--- src/rtl/dense_accumulate_cell.sv ---
// rtl/dense_accumulate_cell.sv - multiply-accumulate cell emitting one dot-product sum per neuron
//
// Purpose: accepts a stream of value/weight terms, sums INPUT_AMOUNT products per
// neuron and emits each neuron's sum with its index; WEIGHT_AMOUNT neurons form a frame.
// Optional feature macro: DENSE_ACCUMULATE_SATURATE_EN (saturating arithmetic;
// default build truncates products and wraps sums).
//
// Ports:
//   clk           single clock, rising edge
//   rst           synchronous active-high reset
//   input_value   unsigned feature operand
//   input_weight  unsigned weight operand
//   input_enable  term valid this cycle
//   input_ready   term can be accepted this cycle (combinational from state)
//   output_index  index of the neuron being emitted
//   output_value  accumulated sum of that neuron
//   output_enable one-cycle pulse per emitted neuron
//   frame_done    pulse coincident with emission of the last neuron index
module dense_accumulate_cell #(
  parameter int DATA_WIDTH    = 32,
  parameter int WEIGHT_AMOUNT = 4,
  parameter int INPUT_AMOUNT  = 8
) (
  input  logic                  clk,
  input  logic                  rst,
  input  logic [DATA_WIDTH-1:0] input_value,
  input  logic [DATA_WIDTH-1:0] input_weight,
  input  logic                  input_enable,
  output logic                  input_ready,
  output logic [DATA_WIDTH-1:0] output_index,
  output logic [DATA_WIDTH-1:0] output_value,
  output logic                  output_enable,
  output logic                  frame_done
);

  localparam int TW = (INPUT_AMOUNT > 1) ? $clog2(INPUT_AMOUNT) : 1;
  localparam logic [TW-1:0]         LAST_TERM   = TW'(INPUT_AMOUNT - 1);
  localparam logic [DATA_WIDTH-1:0] LAST_NEURON = DATA_WIDTH'(WEIGHT_AMOUNT - 1);

  typedef enum logic {ACCUM, EMIT} state_t;

  state_t                state;
  logic [DATA_WIDTH-1:0] accumulator;
  logic [DATA_WIDTH-1:0] neuron_count;
  logic [TW-1:0]         term_count;
  logic [DATA_WIDTH-1:0] product;
  logic [DATA_WIDTH-1:0] sum;
  logic                  accept;

  // Ready is forced low during reset so terms presented then are dropped.
  assign input_ready = (state == ACCUM) && !rst;
  assign accept      = input_enable && input_ready;

`ifdef DENSE_ACCUMULATE_SATURATE_EN
  logic [2*DATA_WIDTH-1:0] full_product;
  logic [DATA_WIDTH:0]     wide_sum;

  assign full_product = {{DATA_WIDTH{1'b0}}, input_value} * {{DATA_WIDTH{1'b0}}, input_weight};
  // Any bit above the data width means the product does not fit: clamp.
  assign product  = (|full_product[2*DATA_WIDTH-1:DATA_WIDTH]) ? '1 : full_product[DATA_WIDTH-1:0];
  assign wide_sum = {1'b0, accumulator} + {1'b0, product};
  // Carry out clamps; an accumulator already at all-ones stays there.
  assign sum      = wide_sum[DATA_WIDTH] ? '1 : wide_sum[DATA_WIDTH-1:0];
`else
  // Same-width multiply keeps only the low DATA_WIDTH bits; sum wraps.
  assign product = input_value * input_weight;
  assign sum     = accumulator + product;
`endif

  always_ff @(posedge clk) begin
    if (rst) begin
      state         <= ACCUM;
      accumulator   <= '0;
      term_count    <= '0;
      neuron_count  <= '0;
      output_index  <= '0;
      output_value  <= '0;
      output_enable <= 1'b0;
      frame_done    <= 1'b0;
    end else begin
      case (state)
        ACCUM: begin
          output_enable <= 1'b0;
          frame_done    <= 1'b0;
          if (accept) begin
            if (term_count == LAST_TERM) begin
              output_value  <= sum;
              output_index  <= neuron_count;
              output_enable <= 1'b1;
              frame_done    <= (neuron_count == LAST_NEURON);
              accumulator   <= '0;
              term_count    <= '0;
              state         <= EMIT;
            end else begin
              accumulator <= sum;
              term_count  <= term_count + TW'(1);
            end
          end
        end
        EMIT: begin
          output_enable <= 1'b0;
          frame_done    <= 1'b0;
          neuron_count  <= (neuron_count == LAST_NEURON) ? '0 : neuron_count + DATA_WIDTH'(1);
          state         <= ACCUM;
        end
        default: state <= ACCUM;
      endcase
    end
  end

endmodule

--- config.mk ---
export PLATFORM = sky130hd
export DESIGN_NAME = dense_accumulate_cell
export DESIGN_NICKNAME = d
export VERILOG_FILES = /design/src/rtl/dense_accumulate_cell.sv
export SDC_FILE = /design/constraint.sdc
export NUM_CORES = 1
export LEC_CHECK = 0
export BUFFER_PORTS_ARGS = -buffer_cell sky130_fd_sc_hd__buf_4
export CORE_MARGIN = 1.5
export CORE_UTILIZATION = 55
export CTS_CLUSTER_SIZE = 12
export DETAILED_ROUTE_END_ITERATION = 12
export GPL_TIMING_DRIVEN = 0
export PLACE_DENSITY = 0.73
export SYNTH_ARGS = -nofsm -noshare
export SYNTH_HDL_FRONTEND = slang
export SYNTH_SLANG_ARGS = --single-unit
--- constraint.sdc ---
create_clock -name clk -period 13 [get_ports clk]
set_input_delay 2.6 -clock clk [delete_from_list [all_inputs] [get_ports clk]]
set_output_delay 2.6 -clock clk [all_outputs]
set_load 0.1 [all_outputs]
# After elaboration in Yosys (flattened, before gate mapping)
# Index checks and enable logic that the tools add are counted.
[classes]
add_sub_neg = 3
n_mul = 1
n_eq_ne = 2
muxes = 9
bitwise = 1
reduce_logical = 5
[op_table]
columns = ["operator", "count"]
rows = [
  ["two-way mux 32 bit", 2],
  ["adder 32 x 1 -> 32 bit, second input constant", 1],
  ["adder 32 bit", 1],
  ["equality test 32 x 2 -> 1 bit, second input constant", 1],
  ["multiplier 32 x 32 -> 32 bit", 1],
  ["two-way mux 1 bit", 4],
  ["case mux 1 bit (2 select lines)", 2],
  ["adder 3 x 1 -> 3 bit, second input constant", 1],
  ["equality test 3 bit, second input constant", 1],
  ["two-way mux 3 bit", 1],
  ["AND reduction 3 bit", 1],
  ["logical AND 1 bit", 2],
  ["AND reduction 2 bit", 1],
  ["zero test 1 bit", 1],
  ["inverter 1 bit", 1],
]
[totals]
reg_bits = 133
input_bits = 67
wordCells = 28

# Depth between registers and ports, before layout
# Gate-level depths: netlist of run 1.
[depth]
depth_word = 5
ltp_mapped = 28
ltp_nobuf = 26

# Worst setup path after synthesis of run 1
# No wires, ideal clock.
[synth_timing]
path_kind = "input port to flip-flop"
startpoint = "input input_value[13]"
endpoint = "register accumulator[27]"
setup_ps = 117
arrival_time_ps = 9294
required_time_ps = 12883
setup_slack_ps = 3589
path_stages = 26
n_path_buf = 2
path_cell_list = "clkbuf_1 clkbuf_1 nand2_1 fa_1 inv_1 fa_1 inv_1 fa_1 inv_1 fa_1 inv_1 fa_1 inv_1 fa_1 fa_1 inv_1 fa_1 inv_1 ha_1 and3_1 and2_1 a221oi_1 a21boi_1 o21a_1 or3_1 a32o_1"
[synth_via]
elab_chain_cells = 3
[synth_rtl]
columns = ["item", "line", "rtl"]
rows = [
  ["from (decl)", "26", "input logic [DATA_WIDTH-1:0] input_value,"],
  ["multiplier 32 x 32 -> 32 bit", "66", "assign product = input_value * input_weight;"],
  ["adder 32 bit", "67", "assign sum = accumulator + product;"],
  ["two-way mux 32 bit", "86", "if (term_count == LAST_TERM) begin"],
  ["to (signal assigned)", "95", "accumulator <= sum;"],
  ["to (decl)", "43", "logic [DATA_WIDTH-1:0] accumulator;"],
]
# Every way passes these cells.
# A chain may end at the register's enable or synchronous reset.

# Worst setup path in the final report of run 1
[layout_timing]
startpoint = "input input_value[2]"
endpoint = "register accumulator[24]"
# Same word-level chain as after synthesis.

==> qor.yml, run 1 <==
setup_path:
  critPathArrivalTime_ns: 10.99
  path_class: "in2reg"
  crit_buf_inv: 9
  slowest_delay_ns: 0.93
  worstSetupEndpointType: "flip-flop"
  cp_slowest_cell: "clkbuf_1"
  required_ns: 13.31
  cp_common_cell: "fa_1"
  cp.depth: 26
  cp_max_fo: 10
  path_delay_family: "adder cells"
  worst_setup_path_start_kind: "input pin"
  reg2reg_depth: 23
synthesis:
  synthXorXnorAreaFrac: 0.0437
  synth_edf_count: 0
  synthFlopType: "dfxtp_1"
  yosysMostFrequentCell: "inv_1"
  ys_warn_count: 0
  syn_avg_cell_area_um2: 8.82
  synth_top_cell_area_share: 0.407
  yosysTopAreaCell: "fa_1"
  ys_async_sr_fraction: 0
  yosys.cell_types.count: 51
  yosys.area_share.adder: 0.481
  synth_mux_area_frac: 0
  synthSimpleGateAreaFrac: 0.186
  ys_top_cells_by_count: "491 x inv_1, 438 x fa_1, 378 x nand2_1"
  syn-instance-count: 2444
  yosysSeqAreaShare: 0.124
  synth_compound_area_frac: 0.0581
  synth_nets: 3076
  synthTopCellsByArea: "fa_1 41%, dfxtp_1 12%, inv_1 8.6%"
  synth_area_um2: 21600
  synth_top_family_by_area: "adder cells"
  yosys_register_bits: 133
cts:
  post_cts_buffers: 0
  clk_pin_slew_ns: 0.06
  clock_path_buffers: 2
  hold_buffers: 0
  cts_tree: "yes"
  clock_latency_ns: 0.42
  cts_buffers: 17
  cts_sinks: 133
  htreeDepth: 4
  cts_resized: 0
  root_buffer: "clkbuf_16"
timing:
  setup_viol_count_final: 0
  finClkSkew_ns: 0.0108
  hold_violations: 0
  setup_ws_ns: 2.32
  finalSetupTns_ns: 0
  rsz0062_at_grt: "no"
  max_freq_mhz: 93.6
  worst_pin_slew_ns: 1.16
  final.min_clock_period_ns: 10.68
  slew_headroom: 0.224
  slew_viol_final: 0
  period_share: 0.821
place:
  detailed_place_hpwl_um: 54200
  placed_cell_area_um2: 23100
  dp_slack_ns: 2.15
  place_congestion: 0.962
  portBuffers: 124
global_route:
  antenna_found_initial: 1
  grt_max_degree: 17
  grt_pass1_wl_um: 101000
  track_usage: 0.331
  grt-ovfl-total: 0
  grt_pass1_vias: 18000
finish:
  num_antenna_cells: 0
  final_layout_size_suffix_gt1_frac: 0.0643
  area_growth_pct: 10.4
  nets: 3219
  final_area_um2: 23800
drt:
  via_per_inst: 5.49
  antenna_left: 0
  dr.pass1.iters: 5
  first_iter_violations: 1390
  wirelength_um: 64300
  drc_errors: 0
  post_drt_wl_per_cell_um: 20.6
  routed-via-count: 17100
floorplan:
  design.die.area_um2: 40400
  num_rows: 72
  core_um2: 38600
  die_height_um: 201
  start_util: 0.558
  chipWidth_um: 201
  boundaryPins: 134
run_status:
  status: "complete, no violations"
worst_hold_path:
  hold_depth: 2
  hold_class: "reg2reg"
run:
  maxCapViolCount: 0
-- logic make-up after synthesis --
kind of cell             count (synthesis)
AND/OR/NAND/NOR                        824
buffers and inverters                  618
adder cells (fa/ha/maj)                565
AO/OA/AOI/OAI                          198
flip-flops                             133
XOR/XNOR                               106
-- layout make-up --
| type | count | area, µm² |
|---|---|---|
| buffer | 126 | 473 |
| clock buffer | 19 | 453 |
| clock inverter | 12 | 200 |
| fill | 3380 | 14900 |
| inverter | 492 | 1850 |
| multi-input combinational | 1693 | 16600 |
| sequential | 133 | 2660 |
| tap | 518 | 648 |
| timing repair buffer | 124 | 931 |
-- cells in the final DEF (no fill, tap or decap), types with 3 or more instances in the layout --
| cell type | Yosys | routed |
|---|---|---|
| a211o_1 | 3 | 3 |
| a211oi_1 | 9 | 9 |
| a21o_1 | 17 | 17 |
| a21oi_1 | 81 | 81 |
| a221oi_1 | 3 | 3 |
| a22oi_1 | 11 | 11 |
| a31o_2 | 4 | 4 |
| a31oi_1 | 3 | 3 |
| a32o_1 | 5 | 5 |
| and2_1 | 282 | 282 |
| and3_1 | 6 | 6 |
| buf_4 | 0 | 124 |
| bufinv_16 | 0 | 5 |
| clkbuf_1 | 125 | 125 |
| clkbuf_16 | 0 | 17 |
| clkinvlp_4 | 0 | 3 |
| dfxtp_1 | 133 | 133 |
| fa_1 | 438 | 438 |
| ha_1 | 127 | 127 |
| inv_1 | 491 | 491 |
| nand2_1 | 378 | 378 |
| nand2b_1 | 6 | 6 |
| nand3_1 | 20 | 20 |
| nand3b_1 | 3 | 3 |
| nand4_1 | 12 | 12 |
| nor2_1 | 74 | 74 |
| nor2b_1 | 4 | 4 |
| nor3_1 | 9 | 9 |
| nor3b_1 | 5 | 5 |
| nor4_1 | 6 | 6 |
| o211ai_1 | 3 | 3 |
| o21a_1 | 8 | 8 |
| o21ai_0 | 31 | 31 |
| o21bai_1 | 6 | 6 |
| o31ai_1 | 3 | 3 |
| or3_1 | 12 | 12 |
| xnor2_1 | 65 | 65 |
| xor2_1 | 40 | 40 |
-- state kept, by name, indices dropped and copies added, names as in the netlist --
name and cells:
accumulator 32, neuron_count 32, output_index 32, output_value 32, term_count 3, frame_done 1
state 1
-- metrics by stage --
stage                     utilization  hold slack (ns)  instances
after global placement          0.598            0.446       3086
after detailed placement        0.598            0.448       3086
final                           0.615            0.455       3117
after global routing            0.615            0.476       3117
after CTS                       0.615            0.456       3117
after floorplan                     -            0.425       2444
-- path summary, 6_finish.rpt --
check	startpoint	end	slack, ns
setup / recovery	input_value[2]	accumulator[24]$_SDFFE_PP0P_	2.32
hold / removal	output_index[27]$_SDFFE_PP0P_	output_index[27]$_SDFFE_PP0P_	0.46
setup reg to reg	accumulator[13]$_SDFFE_PP0P_	accumulator[24]$_SDFFE_PP0P_	5.73
hold reg to reg	output_index[27]$_SDFFE_PP0P_	output_index[27]$_SDFFE_PP0P_	0.46
-- worst reg2reg max path: cells and delay by family (launching register included) --
family / cells / cell delay [ns]
AO/OA/AOI/OAI: 4 / 1.57
adder cells (fa/ha/maj): 9 / 3.94
AND/OR/NAND/NOR: 3 / 0.81
buffers and inverters: 7 / 0.54
flip-flops: 1 / 0.32
-- per-layer routing --
layer / global-route usage / wire [µm]
met1: 0.454 / 26200
met2: 0.521 / 29300
met4: 0.107 / 2370
met5: 0 / 0
met3: 0.0756 / 6480
Power of run 1 is not shown: default switching activity piles up to over one toggle a cycle in this logic, so the estimate is an artifact.
==> run 2, diff against run 1 <==
--- a/config.mk
+++ b/config.mk
@@ -11,7 +11,7 @@
 export CTS_CLUSTER_SIZE = 12
 export DETAILED_ROUTE_END_ITERATION = 12
 export GPL_TIMING_DRIVEN = 0
-export PLACE_DENSITY = 0.73
+export PLACE_DENSITY = 0.76
 export SYNTH_ARGS = -nofsm -noshare
 export SYNTH_HDL_FRONTEND = slang
 export SYNTH_SLANG_ARGS = --single-unit
==> constraint.sdc (replaced) <==
create_clock -name clk -period 9.6 [get_ports clk]
set_input_delay 1.92 -clock clk [delete_from_list [all_inputs] [get_ports clk]]
set_output_delay 1.92 -clock clk [all_outputs]
set_load 0.1 [all_outputs]
==> qor.yml, run 2 (same netlist as run 1, synthesis figures left out) <==
run_status:
  status: "complete, no violations"
global_route:
  antenna_found_initial: 2
  grt-ovfl-total: 0
  grt_pass1_wl_um: 101000
  grt_pass1_vias: 18000
  track_usage: 0.328
  grt_max_degree: 17
timing:
  slew_headroom: 0.284
  max_freq_mhz: 107
  finClkSkew_ns: 0.00634
  setup_viol_count_final: 0
  setup_ws_ns: 0.218
  slew_viol_final: 0
  hold_violations: 0
  rsz0062_at_grt: "no"
  worst_pin_slew_ns: 1.07
  period_share: 0.977
  final.min_clock_period_ns: 9.38
  finalSetupTns_ns: 0
setup_path:
  rr_startpoint: "accumulator[21]$_SDFFE_PP0P_"
  critPathArrivalTime_ns: 9.70
  cp_max_fo: 11
  worstSetupEndpointType: "flip-flop"
  reg2reg_depth: 22
  required_ns: 9.92
  worst_setup_path_start_kind: "input pin"
  crit_path_start: "input_value[3]"
  path_class: "in2reg"
place:
  detailed_place_hpwl_um: 53900
  place_congestion: 0.995
  placed_cell_area_um2: 23100
  dpl.cell_count: 3086
  dp_slack_ns: -0.443
  portBuffers: 124
drt:
  dr.pass1.iters: 6
  antenna_left: 0
  wirelength_um: 64100
  post_drt_wl_per_cell_um: 20.6
  routed-via-count: 17100
  via_per_inst: 5.49
  first_iter_violations: 1278
  drc_errors: 0
cts:
  cts_buffers: 17
  hold_buffers: 0
  root_buffer: "clkbuf_16"
  cts_tree: "yes"
  cts_sinks: 133
  htreeDepth: 4
  clock_path_buffers: 2
  clock_latency_ns: 0.42
  clk_pin_slew_ns: 0.06
worst_hold_path:
  hold_class: "reg2reg"
  hold_path_startpoint: "output_value[13]$_SDFFE_PP0P_"
  hold_depth: 2
finish:
  final_layout_size_suffix_gt1_frac: 0.0681
  stdcell_count: 3118
  final_cell_mix: "491 x inv_1, 438 x fa_1, 378 x nand2_1, 282 x and2_1, 133 x dfxtp_1"
  layout_commonest_cell: "inv_1"
  nets: 3217
  final_area_um2: 23700
  area_growth_pct: 10.1
  fill_cells: 3382
floorplan:
  chipWidth_um: 201
  num_rows: 72
  design.die.area_um2: 40400
  start_util: 0.558
  boundaryPins: 134
  core_um2: 38600
  die_height_um: 201
run:
  maxCapViolCount: 0
## run 2: layout make-up
class | instances | area (µm²) | share of cell area
timing repair buffer | 124 | 931 | 0.0392
sequential | 133 | 2660 | 0.112
clock inverter | 8 | 97.6 | 0.00411
inverter | 492 | 1850 | 0.0778
antenna | 2 | 5.00 | 0.000211
clock buffer | 24 | 492 | 0.0207
tap | 518 | 648 | 0.0273
multi-input combinational | 1693 | 16600 | 0.698
buffer | 124 | 479 | 0.0202
## run 2: through the flow
| stage | hold WS [ns] | utilization |
|---|---|---|
| after floorplan | 0.425 | - |
| after global placement | 0.442 | 0.598 |
| after detailed placement | 0.448 | 0.598 |
| after CTS | 0.456 | 0.614 |
| after global routing | 0.474 | 0.614 |
| final | 0.455 | 0.614 |
## run 2: final timing paths
path | endpoint | slack, ns
setup / recovery | accumulator[24]$_SDFFE_PP0P_ | 0.22
hold / removal | output_value[13]$_SDFFE_PP0P_ | 0.46
setup reg to reg | accumulator[27]$_SDFFE_PP0P_ | 2.32
hold reg to reg | output_value[13]$_SDFFE_PP0P_ | 0.46
## run 2: routing by layer
metal	part of all wire	global-route usage	vias up
li1	-	-	7545
met1	0.40	0.443	8578
met2	0.45	0.505	844
met3	0.11	0.0891	155
met4	0.045	0.128	4
met5	0.00041	0	-
## run 2: timing repair
item                                    4_1_cts  5_1_grt
cloned                                        0        0
pin swaps                                     0        0
resized for setup                             1       23
endpoints found under the setup margin        4       16
buffers inserted                              0        0
## run 2: critical path: stages
cell	delay, ns
buf_4	0.08
clkbuf_1	0.54
clkbuf_1	0.76
and2_1	0.26
fa_1	0.45
fa_1	0.39
fa_1	0.50
inv_1	0.05
fa_1	0.47
inv_1	0.05
fa_1	0.45
ha_1	0.32
fa_1	0.50
inv_1	0.05
fa_1	0.48
inv_1	0.04
ha_1	0.26
clkbuf_1	0.20
a21o_1	0.20
a21oi_1	0.31
o21ai_0	0.24
a21o_1	0.30
o211a_1	0.25
or3_1	0.35
a32o_1	0.27
Power of run 2 is left out for the same reason.
==> run 3, diff against run 2 <==
--- a/config.mk
+++ b/config.mk
@@ -6,12 +6,14 @@
 export NUM_CORES = 1
 export LEC_CHECK = 0
 export BUFFER_PORTS_ARGS = -buffer_cell sky130_fd_sc_hd__buf_4
+export CELL_PAD_IN_SITES_DETAIL_PLACEMENT = 1
+export CELL_PAD_IN_SITES_GLOBAL_PLACEMENT = 2
 export CORE_MARGIN = 1.5
-export CORE_UTILIZATION = 55
+export CORE_UTILIZATION = 36
 export CTS_CLUSTER_SIZE = 12
 export DETAILED_ROUTE_END_ITERATION = 12
 export GPL_TIMING_DRIVEN = 0
-export PLACE_DENSITY = 0.76
+export PLACE_DENSITY_LB_ADDON = 0.1
 export SYNTH_ARGS = -nofsm -noshare
 export SYNTH_HDL_FRONTEND = slang
 export SYNTH_SLANG_ARGS = --single-unit
==> qor.yml, run 3 (same netlist as run 1, synthesis figures left out) <==
cts:
  hold_buffers: 0
  clock_latency_ns: 0.43
  htreeDepth: 4
  post_cts_buffers: 0
  cts_buffers: 17
  clock_path_buffers: 2
  cts_sinks: 133
  cts_tree: "yes"
  root_buffer: "clkbuf_16"
  clk_pin_slew_ns: 0.06
setup_path:
  required_ns: 9.92
  critPathArrivalTime_ns: 9.68
  cp_common_cell: "fa_1"
  slowest_delay_ns: 0.73
  path_class: "in2reg"
  reg2reg_depth: 23
  worstSetupEndpointType: "flip-flop"
  worst_setup_path_start_kind: "input pin"
  cp_slowest_cell: "clkbuf_1"
  r2r_slack_ns: 2.37
  cp_max_fo: 11
drt:
  first_iter_violations: 891
  routed-via-count: 16700
  dr.pass1.iters: 9
  drc_errors: 4
  post_drt_wl_per_cell_um: 22.3
  antenna_left: 0
  wirelength_um: 75300
  via_per_inst: 4.95
finish:
  final_util: 0.406
  final_area_um2: 24000
  final_layout_size_suffix_gt1_frac: 0.0702
  layout_commonest_cell: "inv_1"
  area_growth_pct: 11.5
  layout.area.seq_um2: 2660
  multi_input_area_um2: 16600
  nets: 3213
  final_cell_mix: "491 x inv_1, 438 x fa_1, 378 x nand2_1, 282 x and2_1, 133 x dfxtp_1"
  fill_cells: 6982
timing:
  rsz0062_at_grt: "no"
  final.min_clock_period_ns: 9.36
  slew_headroom: 0.202
  finClkSkew_ns: 0.00556
  setup_viol_count_final: 0
  hold_violations: 0
  max_freq_mhz: 107
  period_share: 0.975
  slew_viol_final: 0
  worst_pin_slew_ns: 1.19
run_status:
  violations: "design-rule violations"
  status: "complete, but fails checks"
floorplan:
  num_rows: 89
  boundaryPins: 134
  die_height_um: 248
  design.die.area_um2: 61300
  chipWidth_um: 248
  start_util: 0.364
  core_um2: 59100
global_route:
  grt_max_degree: 17
  track_usage: 0.256
  antenna_found_initial: 7
  grt_pass1_wl_um: 114000
  grt-ovfl-total: 0
  grt_pass1_vias: 18400
worst_hold_path:
  hold_class: "reg2reg"
  hold_depth: 2
place:
  detailed_place_hpwl_um: 64800
  portBuffers: 124
  placed_cell_area_um2: 23400
  place_congestion: 0.907
run:
  maxCapViolCount: 0
-- run 3: cell count changes in the layout (fill, tap and decap cells not counted), sizes merged --
| cell | delta |
|---|---|
| diode | +3 |
| inv | +3 |
| clkinv | +3 |
| clkbuf | -9 |
| bufinv | -1 |
-- run 3: critical path: cells and delay by family --
kind | cells | cell delay (ns)
AO/OA/AOI/OAI | 6 | 1.50
adder cells (fa/ha/maj) | 9 | 3.88
buffers and inverters | 8 | 1.74
AND/OR/NAND/NOR | 2 | 0.61
-- run 3: layout make-up --
cell class | count | area share
timing repair buffer | 124 | 0.0387
sequential | 133 | 0.111
antenna | 5 | 0.000521
clock inverter | 13 | 0.00515
multi-input combinational | 1693 | 0.690
clock buffer | 19 | 0.0184
tap | 773 | 0.0402
inverter | 492 | 0.0768
buffer | 120 | 0.0194
-- run 3: worst paths after layout --
kind	end	start
min	output_index[21]$_SDFFE_PP0P_	output_index[21]$_SDFFE_PP0P_
max reg2reg	accumulator[29]$_SDFFE_PP0P_	accumulator[21]$_SDFFE_PP0P_
min reg2reg	output_index[21]$_SDFFE_PP0P_	output_index[21]$_SDFFE_PP0P_
max	accumulator[24]$_SDFFE_PP0P_	input_value[3]
-- run 3: repair_timing --
item	in CTS	in global routing
hold endpoints to repair	0	0
gates cloned	0	0
gates resized for setup	5	18
setup endpoints to repair	9	18
-- run 3: per-layer routing --
layer | vias to the layer above | wire length [µm] | GRT usage
met2 | 337 | 36600 | 0.432
met4 | 0 | 2180 | 0.0731
met1 | 8743 | 33700 | 0.349
met3 | 79 | 2780 | 0.0249
li1 | 7541 | - | -
met5 | - | 0 | 0
-- run 3: through the flow --
stage	hold slack (ns)	TNS, ns	std cells	setup WS (ns)
2_1_floorplan	0.425	0	2444	0.869
4_1_cts	0.456	0	3373	0.0537
3_5_place_dp	0.447	-9.06	3341	-0.573
5_1_grt	0.479	0	3367	0.00782
3_3_place_gp	0.444	-7.21	3341	-0.501
6_report	0.455	0	3372	0.243
Power of run 3 is left out for the same reason.
